$ cat src/rtl/condlogic_pipe.sv
// condlogic_pipe: pipelined conditional-execution unit with banked NZCV flags, M-stage forwarding and a fail counter
//   CLK, RST            clock, synchronous active-high reset
//   Valid/Stall/Flush   E-stage valid, M-stage hold, E-stage kill
//   PCS/RegW/MemW/NoWrite, FlagW, Cond, ALUFlags   E-stage instruction controls and ALU flags
//   BankSel, FlagLoad, FlagLoadData               flag bank select and MSR-style flag load
//   CondExE             combinational condition pass for the E instruction
//   PCSrcM/RegWriteM/MemWriteM/ValidM             registered gated controls in M
//   FlagsOut            committed flags of bank BankSel
//   FailCount           saturating count of condition-failed instructions
module condlogic_pipe #(
    parameter int BANK_W  = 1,
    parameter int FWD_EN  = 1,
    parameter int COUNT_W = 16
) (
    input  logic               CLK,
    input  logic               RST,
    input  logic               Valid,
    input  logic               Stall,
    input  logic               Flush,
    input  logic               PCS,
    input  logic               RegW,
    input  logic               MemW,
    input  logic               NoWrite,
    input  logic [1:0]         FlagW,
    input  logic [3:0]         Cond,
    input  logic [3:0]         ALUFlags,
    input  logic [BANK_W-1:0]  BankSel,
    input  logic               FlagLoad,
    input  logic [3:0]         FlagLoadData,
    output logic               CondExE,
    output logic               PCSrcM,
    output logic               RegWriteM,
    output logic               MemWriteM,
    output logic               ValidM,
    output logic [3:0]         FlagsOut,
    output logic [COUNT_W-1:0] FailCount
);
    localparam int NBANK = 2 ** BANK_W;

    logic [3:0]         r_bank [NBANK];
    logic               r_pcs, r_regw, r_memw, r_valid;
    logic [1:0]         r_we;
    logic [3:0]         r_wd;
    logic [BANK_W-1:0]  r_wbank;
    logic [COUNT_W-1:0] r_fail;

    logic               w_fwd;
    logic [3:0]         w_base;
    logic [3:0]         w_eff;
    logic [1:0]         w_gen;
    logic [3:0]         w_wd;

    function automatic logic cond_pass(input logic [3:0] c, input logic [3:0] f);
        logic n, z, cf, v;
        {n, z, cf, v} = f;
        case (c)
            4'b0000: return z;
            4'b0001: return !z;
            4'b0010: return cf;
            4'b0011: return !cf;
            4'b0100: return n;
            4'b0101: return !n;
            4'b0110: return v;
            4'b0111: return !v;
            4'b1000: return cf && !z;
            4'b1001: return !cf || z;
            4'b1010: return n == v;
            4'b1011: return n != v;
            4'b1100: return !z && (n == v);
            4'b1101: return z || (n != v);
            default: return 1'b1;
        endcase
    endfunction

    // r_we is already gated by the M instruction's CondEx, so a non-zero group bit means a live pending write
    assign w_fwd   = (FWD_EN != 0) && (r_wbank == BankSel);
    assign w_base  = r_bank[BankSel];
    assign w_eff   = {(w_fwd && r_we[1]) ? r_wd[3:2] : w_base[3:2],
                      (w_fwd && r_we[0]) ? r_wd[1:0] : w_base[1:0]};
    assign CondExE = Valid && cond_pass(Cond, w_eff);
    assign w_gen   = FlagLoad ? 2'b11 : FlagW;
    assign w_wd    = FlagLoad ? FlagLoadData : ALUFlags;

    // The instruction leaving M commits unless a stall keeps it there; a flush replaces it, so it still leaves
    always_ff @(posedge CLK) begin
        if (RST) begin
            for (int i = 0; i < NBANK; i++) r_bank[i] <= '0;
        end else if (!Stall || Flush) begin
            if (r_we[1]) r_bank[r_wbank][3:2] <= r_wd[3:2];
            if (r_we[0]) r_bank[r_wbank][1:0] <= r_wd[1:0];
        end
    end

    always_ff @(posedge CLK) begin
        if (RST || Flush) begin
            r_pcs   <= 1'b0;
            r_regw  <= 1'b0;
            r_memw  <= 1'b0;
            r_valid <= 1'b0;
            r_we    <= '0;
            r_wd    <= '0;
            r_wbank <= '0;
        end else if (!Stall) begin
            r_pcs   <= PCS && CondExE;
            r_regw  <= RegW && CondExE && !NoWrite;
            r_memw  <= MemW && CondExE;
            r_valid <= Valid;
            r_we    <= w_gen & {2{CondExE}};
            r_wd    <= w_wd;
            r_wbank <= BankSel;
        end
    end

    always_ff @(posedge CLK) begin
        if (RST)
            r_fail <= '0;
        else if (Valid && !CondExE && !Stall && !Flush && !(&r_fail))
            r_fail <= r_fail + COUNT_W'(1);
    end

    assign PCSrcM    = r_pcs;
    assign RegWriteM = r_regw;
    assign MemWriteM = r_memw;
    assign ValidM    = r_valid;
    assign FlagsOut  = r_bank[BankSel];
    assign FailCount = r_fail;
endmodule

$ cat config.mk
export PLATFORM = sky130hd
export DESIGN_NAME = condlogic_pipe
export DESIGN_NICKNAME = d
export VERILOG_FILES = /design/src/rtl/condlogic_pipe.sv
export SDC_FILE = /design/constraint.sdc
export NUM_CORES = 1
export LEC_CHECK = 0
export BUFFER_PORTS_ARGS = -buffer_cell sky130_fd_sc_hd__buf_2
export CELL_PAD_IN_SITES_DETAIL_PLACEMENT = 1
export CELL_PAD_IN_SITES_GLOBAL_PLACEMENT = 2
export CORE_MARGIN = 1
export CORE_UTILIZATION = 34
export CTS_CLUSTER_DIAMETER = 150
export DETAILED_ROUTE_END_ITERATION = 10
export PLACE_DENSITY_LB_ADDON = 0.12
export SYNTH_ARGS = -nofsm -noshare
export SYNTH_HDL_FRONTEND = slang
export SYNTH_SLANG_ARGS = --single-unit
$ cat constraint.sdc
create_clock -name CLK -period 4.5 [get_ports CLK]
set_input_delay 0.675 -clock CLK [delete_from_list [all_inputs] [get_ports CLK]]
set_output_delay 0.675 -clock CLK [all_outputs]
set_load 0.005 [all_outputs]
==> metrics.yaml, run 1 <==
outcome: "completed"
gp_congestion: 0.749
post_synthesis_instance_total: 247
maxCapViolations: 0
ys_top_cells_by_count: "sky130_fd_sc_hd__dfxtp_1 (27), sky130_fd_sc_hd__nor2_1 (24), sky130_fd_sc_hd__a21oi_1 (17)"
path_clk_slew_ns: 0.08
synth-warning-count: 0
power.leakage_nw: 1.03
drtIter0Drc: 66
die_h_um: 80.7
ys_dominant_reg_cell: "sky130_fd_sc_hd__dfxtp_1"
numCtsBuffers: 5
critical_path_class: "primary input to output port"
rsz0062_at_grt: "false"
antenna_cells: 0
synth_seq_area_share_pct: 37.0
num_vias: 1942
avgSynthCellArea_um2: 8.54
critical-path-max-stage-delay_ns: 0.37
timing.final.crit_share_pct: 75.7
timing.rr.end: "FailCount[0]"
floorplan.rows: 28
slowest_stage: "sky130_fd_sc_hd__a311oi_1"
power.switching_mw: 0.175
timing_worst_slew_pin_value_ns: 0.648
timing.fmax_mhz: 294
timing_max_transition_violations_final: 0
post_cts_hold_buffer_count: 0
synth_area_leaders: "sky130_fd_sc_hd__dfxtp_1 (26%), sky130_fd_sc_hd__edfxtp_1 (11%), sky130_fd_sc_hd__nor2_1 (4.3%)"
final.setup_skew_ns: 0.00494
synth_cell_types: 49
maximum_number_of_pins_on_one_net_before_global_route_repair: 29
intPower_mw: 0.529
cells_traversed_along_the_worst_timing_path: "buf_2 > nand2b_1 > nand3_1 > o221a_2 > a32o_1 > a311oi_1 > o221a_2 > and2_1 > buf_2"
detail-route-antenna-nets: 0
die_width_um: 80.7
wl_per_cell_um: 15.8
synth_nets: 273
cpLargestDelayFamily: "compound AO/OA/AOI/OAI gates"
cp.required_ns: 3.83
timing.reg2reg.worst_path_depth: 9
area_growth_pct: 17.6
timing.rr.start: "r_wbank"
globalRoute.totalOverflow: 0
endpoint_kind: "output port"
tritoncts: "yes"
clockPowerShare_pct: 40.3
cts_buffer_depth: 2
nets: 314
fin_setup_tns_ns: 0
synth_seq_cells: 35
combinational_fraction_of_design_power_pct: 12.2
power.density_cell_area_nw_per_um2: 284
detail_route.wirelength_um: 5750
worstPathArrival_ns: 2.73
antenna_found_initial: 0
first_pass_iters: 4
crit_path_start_kind: "primary input"
worstPathMaxFanout: 17
design.die.area_um2: 6520
yosys.area.top_type: "sky130_fd_sc_hd__dfxtp_1"
dp.final_hpwl_um: 4340
drive_above_1_share_pct: 24.6
cts_sinks: 35
min_path_type: "flip-flop to flip-flop"
netSwitchingFraction_pct: 24.8
io_buffers: 49
max-vdd-ir-drop_v: 0.000152
setup_violations: 0
syn_area_um2: 2110
period_needed_ns: 3.41
cts.root.buffer_cell: "sky130_fd_sc_hd__clkbuf_8"
worst-path-stages: 9
post_cts_buffers: 0
first_global_vias: 1859
r2r_setup_slack_ns: 1.47
insertion_delay_ns: 0.29
boundaryPins: 50
design_power_total_mw: 0.703
endpoint: "CondExE"
synth_async_sr_flop_share_pct: 0
worstPathBufferInverterCount: 2
ctsHtreeMaxLevel: 2
synth_top_area_share_pct: 25.6
post_synth_edffs: 8
initial_utilization_pct: 35.4
drc: 0
globalRouteTotalUtil_pct: 19.0
report.final.hold_viol_count: 0
core_um2: 5960
route.detailed.vias_per_inst: 5.34
post-synth-top-count-cell: "sky130_fd_sc_hd__dfxtp_1"
seq_power_share_pct: 47.5
worst_setup_path_startpoint: "BankSel"
relSlewSlack_pct: 56.4
post_cts.resized_instances: 0
grt_pass1_wl_um: 9380
## worst min path at each step
stage	startpoint	slack, ns	depth (start not counted)	to
finish	RegWriteM	0.47	1	RegWriteM
global route	PCSrcM	0.49	1	PCSrcM
CTS	RegWriteM	0.48	1	RegWriteM
detailed placement	MemWriteM	0.45	1	MemWriteM
global placement	RegWriteM	0.45	1	RegWriteM
floorplan	ValidM	0.46	2	ValidM
## cell families (layout without fill, tap and decap cells)
logic type	count (synthesis)	count (layout)	share of synthesized area, %
AO/OA/AOI/OAI	65	65	22.0
XOR/XNOR	2	2	0.831
adder cells (fa/ha/maj)	1	1	0.593
buffers and inverters	23	65	5.04
flip-flops	35	35	37.0
multiplexers	13	13	6.71
AND/OR/NAND/NOR	108	108	27.8
## state kept, by name, indices dropped and copies added, names as in the netlist
signal     count
r_wbank        1
ValidM         1
r_we           2
MemWriteM      1
RegWriteM      1
r_wd           4
r_bank         8
FailCount     16
PCSrcM         1
## final cells by class
type,count,area [um2]
Fill cell,753,3480
Multi-Input combinational cell,189,1220
Sequential cell,35,781
Timing Repair Buffer,49,245
Tap cell,75,93.8
Clock buffer,5,68.8
Clock inverter,3,38.8
Inverter,8,30.0
## routing by layer
metal	vias up	GRT usage, %	share of wire [%]	wire (um)
li1	990	-	-	-
met1	919	23.5	47	2670
met2	25	33.1	49	2830
met5	-	0	0	0
met4	0	6.25	1.7	99
met3	8	3.71	2.5	142
## cell usage in the layout (no fill, tap or decap), drive strengths merged, types with 8 or more instances in the layout
cell / n
a21oi: 17
and3: 11
buf: 49
dfxtp: 27
edfxtp: 8
inv: 8
nand2: 13
nand3: 9
nor2: 24
nor2b: 8
o21ai: 14
or3: 13
## metrics by stage
| step | util, % | instances | setup slack [ns] | cell area (um2) | hold slack [ns] |
|---|---|---|---|---|---|
| floorplan | - | 247 | 1.56 | 2110 | 0.462 |
| global placement | 39.8 | 356 | 1.14 | 2370 | 0.449 |
| detailed placement | 39.8 | 356 | 1.09 | 2370 | 0.454 |
| CTS | 41.6 | 364 | 1.09 | 2480 | 0.480 |
| global route | 41.6 | 364 | 0.940 | 2480 | 0.491 |
| finish | 41.6 | 364 | 1.09 | 2480 | 0.470 |
## power groups by stage
stage / Clock (mW) / Sequential (mW) / Combinational (mW)
2_1_floorplan: 0 / 0.337 / 0.0616
3_3_place_gp: 0 / 0.341 / 0.0848
3_5_place_dp: 0 / 0.341 / 0.0867
4_1_cts: 0.292 / 0.334 / 0.0870
5_1_grt: 0.308 / 0.335 / 0.0958
6_report: 0.283 / 0.334 / 0.0859
Note: power is estimated with default switching activity, not from simulation.
==> inputs of run 2 (changes only) <==
- CORE_UTILIZATION: 34 -> 31
- clock period: 4.5 -> 3.3 ns (I/O delays scaled with it)
==> run 2 against run 1 <==
Effect of this change:
- the run now ends with design-rule violations left
- worst setup slack got worse by 0.85 ns
- combinational power rose by 40%
- first-iteration DRC count fell by 14%
- count of clock-buffer cells in the layout rose by 1
- final area rose by 0.20%
- die area rose by 9.4%
- wire length fell by 1.7%
- sequential share of layout area fell by 0.063 points
- register-to-register slack got worse by 1.1 ns
- clock power rose by 5%
- cell count rose by 1.6%
- critical path depth fell by 1
==> metrics.yaml, run 2 (synthesis results as in run 1) <==
outcome: "complete, but fails checks"
failing_checks: "design-rule violations"
tritoncts: "yes"
regArea_um2: 781
maximum_number_of_pins_on_one_net_before_global_route_repair: 29
antenna_cells: 0
insertion_delay_ns: 0.29
worstPathArrival_ns: 2.56
design_power_total_mw: 0.871
area_growth_pct: 17.8
post_cts_buffers: 0
nets: 318
cts.root.buffer_cell: "sky130_fd_sc_hd__clkbuf_8"
first_global_vias: 1926
worstPathMaxFanout: 8
ctsHtreeMaxLevel: 2
post_cts.resized_instances: 0
die_h_um: 84.5
crit_path_start_kind: "flip-flop"
drive_above_1_share_pct: 24.9
grt_pass1_wl_um: 9400
whs_ns: 0.425
path_clk_slew_ns: 0.07
globalRouteTotalUtil_pct: 16.8
slowest_stage: "sky130_fd_sc_hd__dfxtp_1"
antenna_found_initial: 0
most_common_library_cell_in_the_layout_ignoring_fill_and_taps: "sky130_fd_sc_hd__buf_2"
drtIter0Drc: 57
postLayoutSetupSlackWorst_ns: 0.244
detail-route-antenna-nets: 0
final.setup_skew_ns: 0.00667
timing_worst_slew_pin_value_ns: 0.651
cts_sinks: 35
multi_input_area_um2: 1220
detail_route.wirelength_um: 5650
post_cts_hold_buffer_count: 0
power.leakage_nw: 1.03
critical_path_class: "flip-flop to output port"
io_buffers: 49
largest_reg_flops: 16
setup_slack_at_placement_ns: 0.192
numCtsBuffers: 5
period_needed_ns: 3.06
fin_setup_tns_ns: 0
initial_utilization_pct: 32.6
core_um2: 6460
globalRoute.totalOverflow: 0
timing.final.crit_share_pct: 92.6
setup_violations: 0
critical-path-max-stage-delay_ns: 0.46
die_width_um: 84.5
max-vdd-ir-drop_v: 0.000195
floorplan.rows: 29
layout.cells.most_common_list: "sky130_fd_sc_hd__buf_2 (49), sky130_fd_sc_hd__dfxtp_1 (27), sky130_fd_sc_hd__nor2_1 (24), sky130_fd_sc_hd__a21oi_1 (17)"
timing.fmax_mhz: 327
gp_congestion: 0.741
design.die.area_um2: 7130
finish.utilization_pct: 38.5
cts_buffer_depth: 2
boundaryPins: 50
report.final.hold_viol_count: 0
relSlewSlack_pct: 56.3
rsz0062_at_grt: "false"
maxCapViolations: 0
endpoint_kind: "output port"
timing_max_transition_violations_final: 0
power.density_cell_area_nw_per_um2: 351
wl_per_cell_um: 15.3
route.detailed.vias_per_inst: 5.32
min_path_type: "primary input to flip-flop"
cells_traversed_along_the_worst_timing_path: "nand2b_1 > nand3_1 > o221ai_1 > xnor2_1 > a311oi_1 > o221a_2 > and2_1 > buf_2"
num_vias: 1967
first_pass_iters: 7
cp.required_ns: 2.80
fillerInstances: 802
dp.final_hpwl_um: 4230
drc: 4
==> run 2: cell types whose count changed in the layout (fill, tap and decap cells not counted), sizes merged <==
cell    previous run  this run
buf               49        53
clkbuf             5         6
bufinv             1         0
==> run 2: path summary, 6_finish.rpt <==
path         slack, ns     from  cells after the start           end
max               0.24  r_wbank                      8       CondExE
min               0.43      PCS                      2        PCSrcM
max reg2reg       0.37  r_wbank                      9  FailCount[6]
min reg2reg       0.47   ValidM                      2        ValidM
==> run 2: area by class of cell <==
cell class              count  area share [%]
flip-flops and latches     35            31.4
inverters                   8            1.21
clock buffers               6            2.92
repair buffers             53            11.1
clock inverters             2           0.302
multi-input cells         189            49.2
well taps                  77            3.88
==> run 2: critical path: cells and delay by family (launching register included) <==
kind	cells	cell delay, ns
compound gates	3	1.08
buf+inv	1	0.10
xor+xnor	1	0.16
flops	1	0.46
simple gates	3	0.47
==> run 2: layer usage <==
| layer | vias up | global-route usage [%] | wire (um) |
|---|---|---|---|
| li1 | 998 | - | - |
| met1 | 938 | 19.8 | 2520 |
| met2 | 24 | 30.4 | 2870 |
| met3 | 7 | 3.83 | 197 |
| met4 | 0 | 5.08 | 65 |
| met5 | - | 0 | 0 |
==> run 2: per-stage QoR <==
step	instance area, um2	cells
4_1_cts	2480	370
6_report	2480	370
5_1_grt	2480	370
3_3_place_gp	2400	362
3_5_place_dp	2400	362
2_1_floorplan	2110	247
==> run 2: where the power goes <==
part | internal [mW] | switching [mW] | total, mW
logic | 0.0560 | 0.0636 | 0.120
registers | 0.446 | 0.00900 | 0.455
clock network | 0.144 | 0.152 | 0.296
total | 0.646 | 0.225 | 0.871
